$ cat src/rtl/sync_fifo_bypass.sv
// sync_fifo_bypass: single-clock show-ahead FIFO with read-when-empty bypass
// and write-when-full-with-read support. Flags and count are registered.
// Optional sticky error flags (overflow_err, underflow_err) are compiled in
// when the macro FIFO_ERR_FLAG_EN is defined.
module sync_fifo_bypass #(
   parameter int unsigned DATA_W    = 32,
   parameter int unsigned DEPTH     = 8,
   parameter int unsigned AF_THRESH = 6
) (
   input  logic                     clk,
   input  logic                     rst,
   input  logic                     write_en,
   input  logic [DATA_W-1:0]        write_data,
   input  logic                     read_en,
   output logic [DATA_W-1:0]        read_data,
   output logic                     full,
   output logic                     empty,
   output logic                     almost_full,
   output logic [$clog2(DEPTH):0]   count
`ifdef FIFO_ERR_FLAG_EN
   ,
   output logic                     overflow_err,
   output logic                     underflow_err
`endif
);

   localparam int unsigned AW = $clog2(DEPTH);
   localparam int unsigned CW = AW + 1;

   logic [DATA_W-1:0] mem [DEPTH];
   logic [AW-1:0]     wr_ptr;
   logic [AW-1:0]     rd_ptr;
   logic              wr_acc;
   logic              rd_acc;
   logic              bypass;
   logic              do_wr;
   logic              do_rd;
   logic [CW-1:0]     count_next;

   // Accept decisions and the resulting occupancy for this edge.
   // A bypassed word never touches storage, so it is stripped out of both
   // the write and read actions before the count is updated.
   always_comb begin
      wr_acc     = write_en && (!full || read_en);
      rd_acc     = read_en && (!empty || write_en);
      bypass     = wr_acc && rd_acc && empty;
      do_wr      = wr_acc && !bypass;
      do_rd      = rd_acc && !bypass;
      count_next = count;
      if (do_wr && !do_rd) begin
         count_next = count + CW'(1);
      end else if (do_rd && !do_wr) begin
         count_next = count - CW'(1);
      end
   end

   // Show-ahead head word, bypassed write word when empty, zero otherwise.
   always_comb begin
      read_data = '0;
      if (rst) begin
         read_data = '0;
      end else if (empty) begin
         if (write_en) begin
            read_data = write_data;
         end
      end else begin
         read_data = mem[rd_ptr];
      end
   end

   // Storage array write port; contents are deliberately not reset.
   always_ff @(posedge clk) begin
      if (do_wr) begin
         mem[wr_ptr] <= write_data;
      end
   end

   // Pointers, count and registered flags derived from the next count.
   always_ff @(posedge clk or posedge rst) begin
      if (rst) begin
         wr_ptr      <= '0;
         rd_ptr      <= '0;
         count       <= '0;
         empty       <= 1'b1;
         full        <= 1'b0;
         almost_full <= 1'b0;
      end else begin
         if (do_wr) begin
            wr_ptr <= wr_ptr + 1'b1;
         end
         if (do_rd) begin
            rd_ptr <= rd_ptr + 1'b1;
         end
         count       <= count_next;
         empty       <= (count_next == '0);
         full        <= (count_next == CW'(DEPTH));
         almost_full <= (count_next >= CW'(AF_THRESH));
      end
   end

`ifdef FIFO_ERR_FLAG_EN
   // Sticky error flags for requests that can never be accepted.
   always_ff @(posedge clk or posedge rst) begin
      if (rst) begin
         overflow_err  <= 1'b0;
         underflow_err <= 1'b0;
      end else begin
         if (write_en && full && !read_en) begin
            overflow_err <= 1'b1;
         end
         if (read_en && empty && !write_en) begin
            underflow_err <= 1'b1;
         end
      end
   end
`endif

endmodule

$ cat config.mk
export PLATFORM = sky130hd
export DESIGN_NAME = sync_fifo_bypass
export DESIGN_NICKNAME = d
export VERILOG_FILES = /design/src/rtl/sync_fifo_bypass.sv
export SDC_FILE = /design/constraint.sdc
export NUM_CORES = 1
export LEC_CHECK = 0
export ABC_AREA = 1
export BUFFER_PORTS_ARGS = -buffer_cell sky130_fd_sc_hd__buf_4
export CAP_MARGIN = 30
export CORE_MARGIN = 1.5
export CORE_UTILIZATION = 50
export DETAILED_ROUTE_END_ITERATION = 6
export PLACE_DENSITY = 0.68
export SYNTH_ARGS = -nofsm -noshare
export SYNTH_HDL_FRONTEND = slang
export SYNTH_SLANG_ARGS = --single-unit
$ cat constraint.sdc
create_clock -name clk -period 4 [get_ports clk]
set_input_delay 0.8 -clock clk [delete_from_list [all_inputs] [get_ports clk]]
set_output_delay 0.8 -clock clk [all_outputs]
set_load 0.005 [all_outputs]
### Word level (Yosys, flattened, before mapping)

Memories as Yosys holds them, arrays and structs flattened.
Index checks and enable logic that the tools add are counted.

| storage, ports and cells | value |
|---|---|
| memories kept | 1 |
| input bits | 36 |
| RAM bits | 256 |
| bits in read-only memories | 0 |
| bits in latches | 0 |
| output and inout bits | 39 |
| register bits | 13 |
| logic and storage cells | 36 |

Memory list:

| memory | depth | bits a word | read ports | clocked after Yosys merged registers in | write ports | RTL line | source |
|---|---|---|---|---|---|---|---|
| mem | 8 | 32 | 1 | 0 | 1 | 30 | `logic [DATA_W-1:0] mem [DEPTH];` |

| cells by class | value |
|---|---|
| muxes and demuxes | 7 |
| reductions and logical operators | 16 |
| $lt $le $gt $ge | 1 |
| bitwise logic cells | 0 |
| equal/unequal tests | 1 |
| multiply operators | 0 |
| add/subtract/negate cells | 4 |
| shifts and indexed selects | 0 |
| div/mod/pow operators | 0 |

Operators with widths:

| operator | count |
|---|---|
| $mux 32 | 3 |
| $logic_and 1x1->1 | 8 |
| $mux 4 | 2 |
| $add 3x1->3 const B | 2 |
| $logic_not 1->1 | 5 |
| $add 4x1->4 const B | 1 |
| $eq 4x4->1 const B | 1 |
| $ge 4x3->1 const B | 1 |
| $logic_not 4->1 | 1 |
| $sub 4x1->4 const B | 1 |
| $logic_or 1x1->1 | 2 |
| $mux 1 | 2 |

### Logic depth before layout (Yosys ltp)

| logic depth | value |
|---|---|
| depth after elaboration | 12 |
| depth in mapped cells | 9 |
| mapped depth without buffers | 9 |

### Worst setup path before layout

Ideal clock, no wire load.

| timing | value |
|---|---|
| path kind | input to register |
| from | input port read_en |
| to | memory mem[0][0] (enable) |
| setup slack | 764 ps |
| required time | 3579 ps |
| setup time | 421 ps |
| arrival | 2815 ps |
| cell stages on the path | 6 |
| path through | inv_1 -> nand3b_1 -> o21ai_2 -> inv_1 -> or2_1 -> nor2_1 |

| between the ends | value |
|---|---|
| cells in the longest elaborated chain, start to end | 8 |

Ends and longest elaborated chain:

| item | RTL line | source |
|---|---|---|
| start: declaration | 14 | `input logic read_en,` |
| $logic_or 1x1->1 | 44 | `wr_acc = write_en && (!full \|\| read_en);` |
| $logic_and 1x1->1 | 44 |  |
| $logic_and 1x1->1 (2 in series) | 46 | `bypass = wr_acc && rd_acc && empty;` |
| $logic_not 1->1 | 47 | `do_wr = wr_acc && !bypass;` |
| $logic_and 1x1->1 * | 47 |  |
| $mux 1 * | 73 | `if (do_wr) begin` |
| $mux 1 (implied by the code) * | 74 | `mem[wr_ptr] <= write_data;` |
| end: declaration | 30 |  |

Every way passes the cells marked *; elsewhere a longest branch is shown, timed or not.

### Worst setup path in the final report

| timing | value |
|---|---|
| from | register rd_ptr[1] |
| to | output port read_data[31] |

| between the ends | value |
|---|---|
| cells in the longest elaborated chain, start to end | 3 |

Ends and longest elaborated chain:

| item | RTL line | source |
|---|---|---|
| start: declaration | 32 | `logic [AW-1:0] rd_ptr;` |
| start signal: assignment | 92 | `rd_ptr <= rd_ptr + 1'b1;` |
| $mem_v2 8x32 | -- |  |
| $mux 32 | 62 | `end else if (empty) begin` |
| $mux 32 | 60 | `if (rst) begin` |
| end: declaration | 15 | `output logic [DATA_W-1:0] read_data,` |

No other way between the ends.

==> metrics.yaml <==
sta:
  hold_viol: 0
  max_slew.worst_pin.slew_ns: 0.727
  rsz0062_at_grt: "false"
  timing.hold.ws_ns: 0.503
  fin_setup_tns_ns: 0
  finClkSkew_ns: 0.00797
  fmax_mhz: 292
  period_needed_ns: 3.43
  slew_headroom_pct: 51.5
  period_share_pct: 85.7
  setup_viol: 0
  finalMaxSlewViolations: 0
placed_design:
  place.gp.congestion: 0.769
  place_hpwl_um: 13900
  dp_cells: 1535
  io_buffers: 74
  place_area_um2: 12800
setup_path:
  reg2reg_depth: 5
  crit_required_ns: 3.20
  critPathKind: "reg -> out"
  cp-end-kind: "output port"
  cp_max_fo: 44
  arrival_ns: 2.63
  worstSetupStartpointType: "flop"
synthesis:
  synthCells: 1182
  yosys_register_bits: 269
  syn_area_um2: 11900
  ys_seq_area_share_pct: 67.6
  synth_cell_types: 20
  synth_warnings: 0
  synth_fp_nets: 1222
  synth.avg_cell_area_um2: 10.0
drt:
  antenna_left: 0
  drcViolationCount: 0
  via_per_inst: 5.06
  dr.first_iter.drc_count: 580
  firstDrtPassIters: 5
  via_count: 8033
  wl_per_cell_um: 16.3
  routed_wl_um: 25900
finish:
  antenna_cells: 0
  fill_cells: 1990
  final_cell_mix: "nand2_1 (382), edfxtp_1 (256), inv_1 (209)"
  area_delta_synth_final_pct: 15.9
  stdcell_area_um2: 13800
  multi_input_area_um2: 2830
  drive_gt1_share_pct: 12.1
  instances_no_fill: 1587
  final_common_cell: "nand2_1"
  seq_area_um2: 8020
  final_nets: 1286
power:
  netSwitchingFraction_pct: 35.1
  power.density_cell_area_nw_per_um2: 699
  ir_drop_mv: 0.521
  power.switching_uw: 3380
  pwr-share-clk_pct: 27.3
  pwr-share-comb_pct: 34.5
  p_int_uw: 6240
  seqPwrFrac_pct: 38.2
  power.leakage_uw: 0.00599
grt:
  met2_usage_pct: 36.9
  grt_pass1_vias: 7669
  grt.busiest_layer: "met2"
  overflow: 0
  grt_usage_pct: 21.4
  grt_use_met3_pct: 2.81
  grt_max_degree: 130
  grt_util_met1_pct: 28.4
  grt_pass1_wl_um: 40400
  antenna_found_initial: 0
clock_network:
  cts_tree: "yes"
  cts_root_buffer: "clkbuf_16"
  cts_setup_buffers: 0
  cts.clk_slew.worst_paths_ns: 0.06
  clockBufferDepth: 3
  clock_latency_ns: 0.54
  clock_sinks: 269
  cts_hold_buf: 0
  cts_buffers: 28
  ctsResizeCount: 0
  h-tree-depth: 1
min_path:
  whs_path_depth: 1
  hold_class: "in -> reg"
floorplan:
  die_area_um2: 24700
  start_util_pct: 50.7
  coreArea_um2: 23400
  rows: 56
  io_pins: 75
  die_height_um: 157
  die_w_um: 157
outcome:
  outcome: "completed"
run:
  drv_cap: 0
through the flow:
| step | utilization [%] | power (uW) | setup WS, ns |
|---|---|---|---|
| 2_1_floorplan | - | 5870 | 0.764 |
| 3_3_place_gp | 54.8 | 7010 | 1.11 |
| 3_5_place_dp | 54.8 | 7060 | 1.13 |
| 4_1_cts | 58.8 | 9680 | 0.577 |
| 5_1_grt | 58.8 | 10200 | 0.403 |
| 6_report | 58.8 | 9610 | 0.573 |
registers in the layout, summed over array words and instances (netlist names):
signal and count:
full 1, empty 1, mem 256, rd_ptr 3
count 4, wr_ptr 3, almost_full 1
final timing paths:
path,from,to,slack (ns)
max,rd_ptr[1],read_data[31],0.57
min,write_data[21],mem[7][21],0.50
max reg2reg,full,mem[3][4],1.65
min reg2reg,wr_ptr[0],wr_ptr[0],0.54
max in group asynchronous,rst,rd_ptr[0],3.10
min in group asynchronous,rst,rd_ptr[2],0.53
cells in the mapped netlist, drive strengths merged:
master / count / area share [%]
a21oi: 32 / 1.4
buf: 48 / 2.0
clkbuf: 11 / 0.35
dfrtp: 12 / 2.5
dfstp: 1 / 0.22
edfxtp: 256 / 65
ha: 4 / 0.42
inv: 212 / 6.7
nand2: 382 / 12
nand3: 198 / 8.4
nand3b: 1 / 0.063
nor2: 14 / 0.44
nor3: 2 / 0.084
o21ai: 5 / 0.24
or2: 1 / 0.053
xor2: 3 / 0.22
logic make-up after synthesis:
kind of cell,Yosys count,synth area share [%]
and+or+nand+nor,598,21.1
buffers and inverters,271,9.10
DFF,269,67.6
AOI/OAI and AO/OA,37,1.59
adders and majority gates,4,0.422
xor gates and xnor gates,3,0.222
power by group through the flow:
stage	logic (uW)	registers, uW	clock network (uW)
floorplan	2190	3680	0
global placement	3290	3720	0
detailed placement	3330	3730	0
CTS	3350	3670	2660
global route	3700	3710	2770
finish	3310	3670	2630
layout make-up:
class | count | area share, %
Sequential cell | 269 | 58.3
Multi-Input combinational cell | 642 | 20.6
Inverter | 212 | 5.80
Timing Repair Buffer | 93 | 5.62
Clock buffer | 31 | 5.33
Tap cell | 319 | 2.90
Clock inverter | 21 | 1.47
routing by layer:
metal / vias up / part of all wire (%)
met3: 44 / 6.1
met2: 246 / 49
li1: 3944 / -
met4: 0 / 2.1
met5: - / 0
met1: 3799 / 43
worst max-delay path: stages (launching register included):
cell	delay (ns)
dfrtp_2	0.69
buf_4	0.57
nand3_1	0.14
nand3_1	0.10
nand3_1	0.08
a21oi_1	0.31
buf_4	0.18
No activity file was read; power rests on OpenSTA's default activity.
